[src/rtl/jk_excite_ctrl.sv]
// jk_excite_ctrl: derives one cycle of J/K excitation that moves an external
// bank of JK flops from its present state (q_fb) to a requested target, then
// watches the bank until it matches (done) or gives up after TIMEOUT cycles (err).
module jk_excite_ctrl #(
  parameter int WIDTH   = 8,
  parameter int TOGGLE  = 0,
  parameter int TIMEOUT = 4
) (
  input  logic             clk,
  input  logic             rst,
  input  logic             in_valid,
  output logic             in_ready,
  input  logic [WIDTH-1:0] in_tgt,
  input  logic [WIDTH-1:0] q_fb,
  output logic [WIDTH-1:0] j_o,
  output logic [WIDTH-1:0] k_o,
  output logic             jk_en,
  output logic             done,
  output logic             err,
  input  logic             clr_err
);

  localparam int CW = (TIMEOUT > 1) ? $clog2(TIMEOUT) : 1;
  localparam logic [CW-1:0] CNT_LAST = CW'(TIMEOUT - 1);

  typedef enum logic [1:0] {IDLE, DRIVE, CHECK, ERROR} state_t;

  state_t          state, state_n;
  logic [WIDTH-1:0] tgt_r, tgt_n;
  logic [WIDTH-1:0] j_n, k_n, diff;
  logic [CW-1:0]    cnt, cnt_n;
  logic             jk_en_n, done_n, err_n;

  // Only IDLE can take a new target; the done cycle is still IDLE so it accepts too.
  assign in_ready = (state == IDLE);

  // Next-state and next-output decode; every output is registered from these.
  always_comb begin
    state_n = state;
    tgt_n   = tgt_r;
    cnt_n   = cnt;
    j_n     = '0;
    k_n     = '0;
    jk_en_n = 1'b0;
    done_n  = 1'b0;
    err_n   = err;
    diff    = in_tgt ^ q_fb;
    case (state)
      IDLE: begin
        if (in_valid) begin
          tgt_n = in_tgt;
          if (diff == '0) begin
            done_n = 1'b1;
          end else begin
            state_n = DRIVE;
            jk_en_n = 1'b1;
            if (TOGGLE != 0) begin
              j_n = diff;
              k_n = diff;
            end else begin
              j_n = diff & in_tgt;
              k_n = diff & ~in_tgt;
            end
          end
        end
      end
      DRIVE: begin
        cnt_n   = '0;
        state_n = CHECK;
      end
      CHECK: begin
        if (q_fb == tgt_r) begin
          done_n  = 1'b1;
          state_n = IDLE;
        end else if (cnt == CNT_LAST) begin
          err_n   = 1'b1;
          state_n = ERROR;
        end else begin
          cnt_n = cnt + CW'(1);
        end
      end
      ERROR: begin
        if (clr_err) begin
          err_n   = 1'b0;
          state_n = IDLE;
        end
      end
      default: state_n = IDLE;
    endcase
  end

  // State and output registers; reset abandons any operation in flight.
  always_ff @(posedge clk or negedge rst) begin
    if (!rst) begin
      state <= IDLE;
      tgt_r <= '0;
      cnt   <= '0;
      j_o   <= '0;
      k_o   <= '0;
      jk_en <= 1'b0;
      done  <= 1'b0;
      err   <= 1'b0;
    end else begin
      state <= state_n;
      tgt_r <= tgt_n;
      cnt   <= cnt_n;
      j_o   <= j_n;
      k_o   <= k_n;
      jk_en <= jk_en_n;
      done  <= done_n;
      err   <= err_n;
    end
  end

endmodule

[config.mk]
export PLATFORM = sky130hd
export DESIGN_NAME = jk_excite_ctrl
export DESIGN_NICKNAME = d
export VERILOG_FILES = /design/src/rtl/jk_excite_ctrl.sv
export SDC_FILE = /design/constraint.sdc
export NUM_CORES = 1
export LEC_CHECK = 0
export CAP_MARGIN = 20
export CELL_PAD_IN_SITES_DETAIL_PLACEMENT = 2
export CELL_PAD_IN_SITES_GLOBAL_PLACEMENT = 2
export CORE_UTILIZATION = 32
export CTS_CLUSTER_SIZE = 16
export DETAILED_ROUTE_END_ITERATION = 10
export MAX_ROUTING_LAYER = met4
export PLACE_DENSITY_LB_ADDON = 0.1
export SLEW_MARGIN = 5
export SYNTH_ARGS = -nofsm -noshare
export SYNTH_HDL_FRONTEND = slang
export SYNTH_SLANG_ARGS = --single-unit
[constraint.sdc]
create_clock -name clk -period 4.2 [get_ports clk]
set_input_delay 0.63 -clock clk [delete_from_list [all_inputs] [get_ports clk]]
set_output_delay 0.63 -clock clk [all_outputs]
set_load 0.02 [all_outputs]
* Word level (Yosys, flattened, before mapping)
Index checks and enable logic that the tools add are counted.
** Cells by class
- Reduce and logical (&&, ||, !) cells :: 8
- Bitwise gates (word level) :: 4
- $add $sub $neg :: 1
- Equality and inequality tests :: 12
- Muxes and demuxes :: 26
** Operators by type and width (number)
- $mux W8 :: 6
- $and A8 B8 Y8 :: 2
- $mux W2 :: 7
- $ne A2 B2 Y1 const B :: 6
- $mux W1 :: 9
- $eq A8 B8 Y1 :: 1
- $logic_not A8 Y1 :: 1
- $not A8 Y8 :: 1
- $pmux W2 S4 :: 1
- $reduce_and A4 Y1 :: 2
- $xor A8 B8 Y8 :: 1
- $eq A2 B2 Y1 const B :: 3
- $pmux W1 S2 :: 2
- $pmux W2 S2 :: 1
- $reduce_bool A2 Y1 :: 2
- $ne A3 B3 Y1 const B :: 1
- $reduce_and A3 Y1 :: 1
- $add A2 B1 Y2 const B :: 1
- $eq A2 B1 Y1 const B :: 1
- $logic_not A2 Y1 :: 1
- $reduce_and A2 Y1 :: 1
** Storage, ports and cells
- Output and inout bits :: 20
- Word-level logic and storage cells :: 59
- Register bits :: 31
- Bits of input ports :: 20

* Depth between registers and ports, before layout
- Word-level depth :: 5
- Mapped depth :: 6
- Depth with buffers taken out :: 6

* Worst setup path after synthesis
No wires, ideal clock.
- Kind :: input to register
- From :: input port in_tgt[5]
- To :: register state[0]
- Buffers on the path :: 0
- Library setup time :: 0.120 ns
- Slack :: 2.492 ns
- Arrival :: 1.588 ns
- Stages :: 6
- Path through :: inv_1 -> ha_1 -> nand4_1 -> o21a_1 -> a21o_1 -> a31o_1
** Between the ends
- Cells in the longest elaborated chain, start to end :: 4
** Ends and longest elaborated chain
- from (decl) :: RTL line 13 : input logic [WIDTH-1:0] in_tgt,
- $xor A8 B8 Y8 :: RTL line 47 : diff = in_tgt ^ q_fb;
- $logic_not A8 Y1 :: RTL line 52 : if (diff == '0) begin
- $ne A2 B2 Y1 (no line)
- $reduce_and A4 Y1 (no line)
- to (signal assigned) :: RTL line 104 : state <= state_n;
- to (decl) :: RTL line 28 : state_t state, state_n;
No other way between the ends.
A chain may end at the register's enable or synchronous reset.

* Final worst setup path
- From :: register state[1]
- To :: output port in_ready
** Between the ends
- Cells in the longest elaborated chain, start to end :: 1
** Ends and longest elaborated chain
- $logic_not A2 Y1 :: RTL line 35 : assign in_ready = (state == IDLE);
- to (decl) :: RTL line 12 : output logic in_ready,
No other way between the ends.

==> impl_results.md <==
* Status: finished, final reports clean
* Most numerous cell in the Yosys netlist: dfrtp_1
* Fin Setup TNS at 0 ns
* Core area at 4690 um^2
* CTS tree: done
* Final Skew at 0.00751 ns
* Clock buffer count from CTS at 5
* WL per Instance at 15.8 um
* Peak VDD IR at 0.000232 V
* Initial antenna violation count at 0
* Fin crit share at 53.4%
* Static leakage at 1.02 nW
* Setup CP Type: reg -> out
* Share of cells above drive strength 1 at 11.1%
* Net count, final at 216
* I/O pins at 40
* Yosys top cell area share at 49.8%
* # rows at 25
* CP Max Fanout at 10
* Die H at 71.8 um
* FFs w/ async S/R, synth at 100%
* Post-synth top cells: 31 x dfrtp_1, 20 x inv_1, 17 x ha_1
* Largest net degree at the start of global routing at 32
* Maxcap violations at 0
* Mapped Area at 1560 um^2
* Vias in the first global route at 1303
* Arrival @ worst endpoint at 1.61 ns
* Crit start category: register
* Yosys top cell by area: dfrtp_1
* Drc violations at 0
* Design area at 2110 um^2
* Min cycle time layout at 2.24 ns
* Cts hold-fix bufs at 0
* Total grt overflow at 0
* Sink Count at 31
* Drt first-iter violations at 20
* Net count after synthesis at 171
* Vias at 1141
* Port Buffer Count at 39
* Multi-input gate area at 698 um^2
* Placed cell areas at 2010 um^2
* N_diodes at 0
* Gr usage total at 17.0%
* Setup Viol. Count Final at 0
* Worst-Skew Late Latency at 0.29 ns
* Setup WS pre-CTS at 1.69 ns
* Register bit total from synthesis at 31
* PwrDens at 516 nW/um^2
* Largest cells by area after synthesis: dfrtp_1 50%, ha_1 14%, and2_1 6.4%
* Hold depth at 1
* Synthesis-to-finish area growth at 35.6%
* Ys Warns at 0
* Number of distinct library cells after synthesis at 26
* First-pass GRT wire length at 6360 um
* CTS H-tree depth at 2
* Setup ws final at 1.96 ns
* Worst slew pin tran at 0.704 ns
* Register area at 776 um^2
* Post-CTS Resized at 0
* Worst Hold Class: reg -> reg
* Count of pins over their slew limit at 0
* Dominant synthesized flop cell: dfrtp_1
* CTS clock-pin slew for the worst setup and hold paths at 0.07 ns
* DP Cell Count at 226
* CP endpoint kind: output pin
* Post-DP HPWL at 2700 um
* Register area share after synthesis at 49.8%
* Final Wtd Congestion at 0.732
* Unrepaired setup endpoints after global routing: false
* 1st-pass router iterations at 4
* Vias per std cell at 4.88
* Final hold violations at 0
* Initial core utilization at 33.2%
* Number of flops mapped to enable cells by yosys at 0
* Postcts setup bufs at 0
* Slew margin rel. at 53.0%
* CTS root buf: clkbuf_8
* Cells after Synth at 134
* Clk buf depth at 2
* WL final at 3710 um
* DRT antenna net count at 0
* Critical Path RT at 3.57 ns
* Die area at 5160 um^2
* Die span in x at 71.8 um
* Syn avg cell area at 11.6 um^2
* Fmax at 446 MHz
* Non-Filler Instances at 234
* R2R cell count at 4
* Fillers at 488
==> cells in the final DEF, fill, tap and decap left out, drive strengths merged, types with 4 or more instances in the layout <==
cell type	count
mux2	8
nor2	4
and2	16
xor2	8
inv	20
nand2	4
dfrtp	31
clkdlybuf4s50	39
clkbuf	8
ha	17
==> layer usage <==
metal / vias up / global-route usage (%) / part of all wire, % / wire (um)
met5: - / - / 0 / 0
met4: 0 / 5.88 / 1.5 / 55
met3: 5 / 4.92 / 4.5 / 168
met2: 27 / 29.0 / 51 / 1900
met1: 584 / 19.0 / 43 / 1580
li1: 525 / - / - / -
==> worst max-delay path, cell delays in order (launching register included) <==
cell	delay, ns
dfrtp_1	0.51
nor2_1	0.19
clkdlybuf4s50_1	0.62
==> flip-flops by register name, summed over array words and instances, names as in the netlist <==
signal	cells
cnt	2
done	1
err	1
j_o	8
jk_en	1
k_o	8
state	2
tgt_r	8
==> layout make-up <==
cell class | count | area share (%)
Sequential cell | 31 | 36.7
Clock buffer | 8 | 4.73
Inverter | 20 | 3.55
Timing Repair Buffer | 40 | 18.8
Multi-Input combinational cell | 81 | 33.0
Tap cell | 54 | 3.20
==> power breakdown <==
part / internal, W / total, W / switching (W)
sequential: 0.000378 / 0.000446 / 0.0000685
combinational: 0.000188 / 0.000379 / 0.000191
clock: 0.000150 / 0.000265 / 0.000115
==> final timing paths <==
check	start	slack (ns)	endpoint
max in group asynchronous	rst	3.17	k_o[2]
setup / recovery	state[1]	1.96	in_ready
min in group asynchronous	rst	0.74	k_o[6]
hold reg to reg	tgt_r[7]	0.53	tgt_r[7]
hold / removal	tgt_r[7]	0.53	tgt_r[7]
setup reg to reg	state[1]	2.37	state[0]
==> cells by family after synthesis <==
logic type | count (synthesis) | synth area share [%]
AOI/OAI and AO/OA | 15 | 7.06
xor gates and xnor gates | 8 | 4.49
adders and majority gates | 17 | 13.6
muxes | 8 | 5.78
DFF | 31 | 49.8
buffers and inverters | 22 | 5.46
and+or+nand+nor | 33 | 13.8
==> metrics by stage <==
step	hold slack, ns	util (%)	power, W
final	0.532	45.1	0.00109
after global routing	0.566	45.1	0.00117
after CTS	0.537	45.1	0.00111
after detailed placement	0.522	42.9	0.000838
after global placement	0.510	42.9	0.000813
after floorplan	0.334	-	0.000686
No activity file was read; power rests on OpenSTA's default activity.
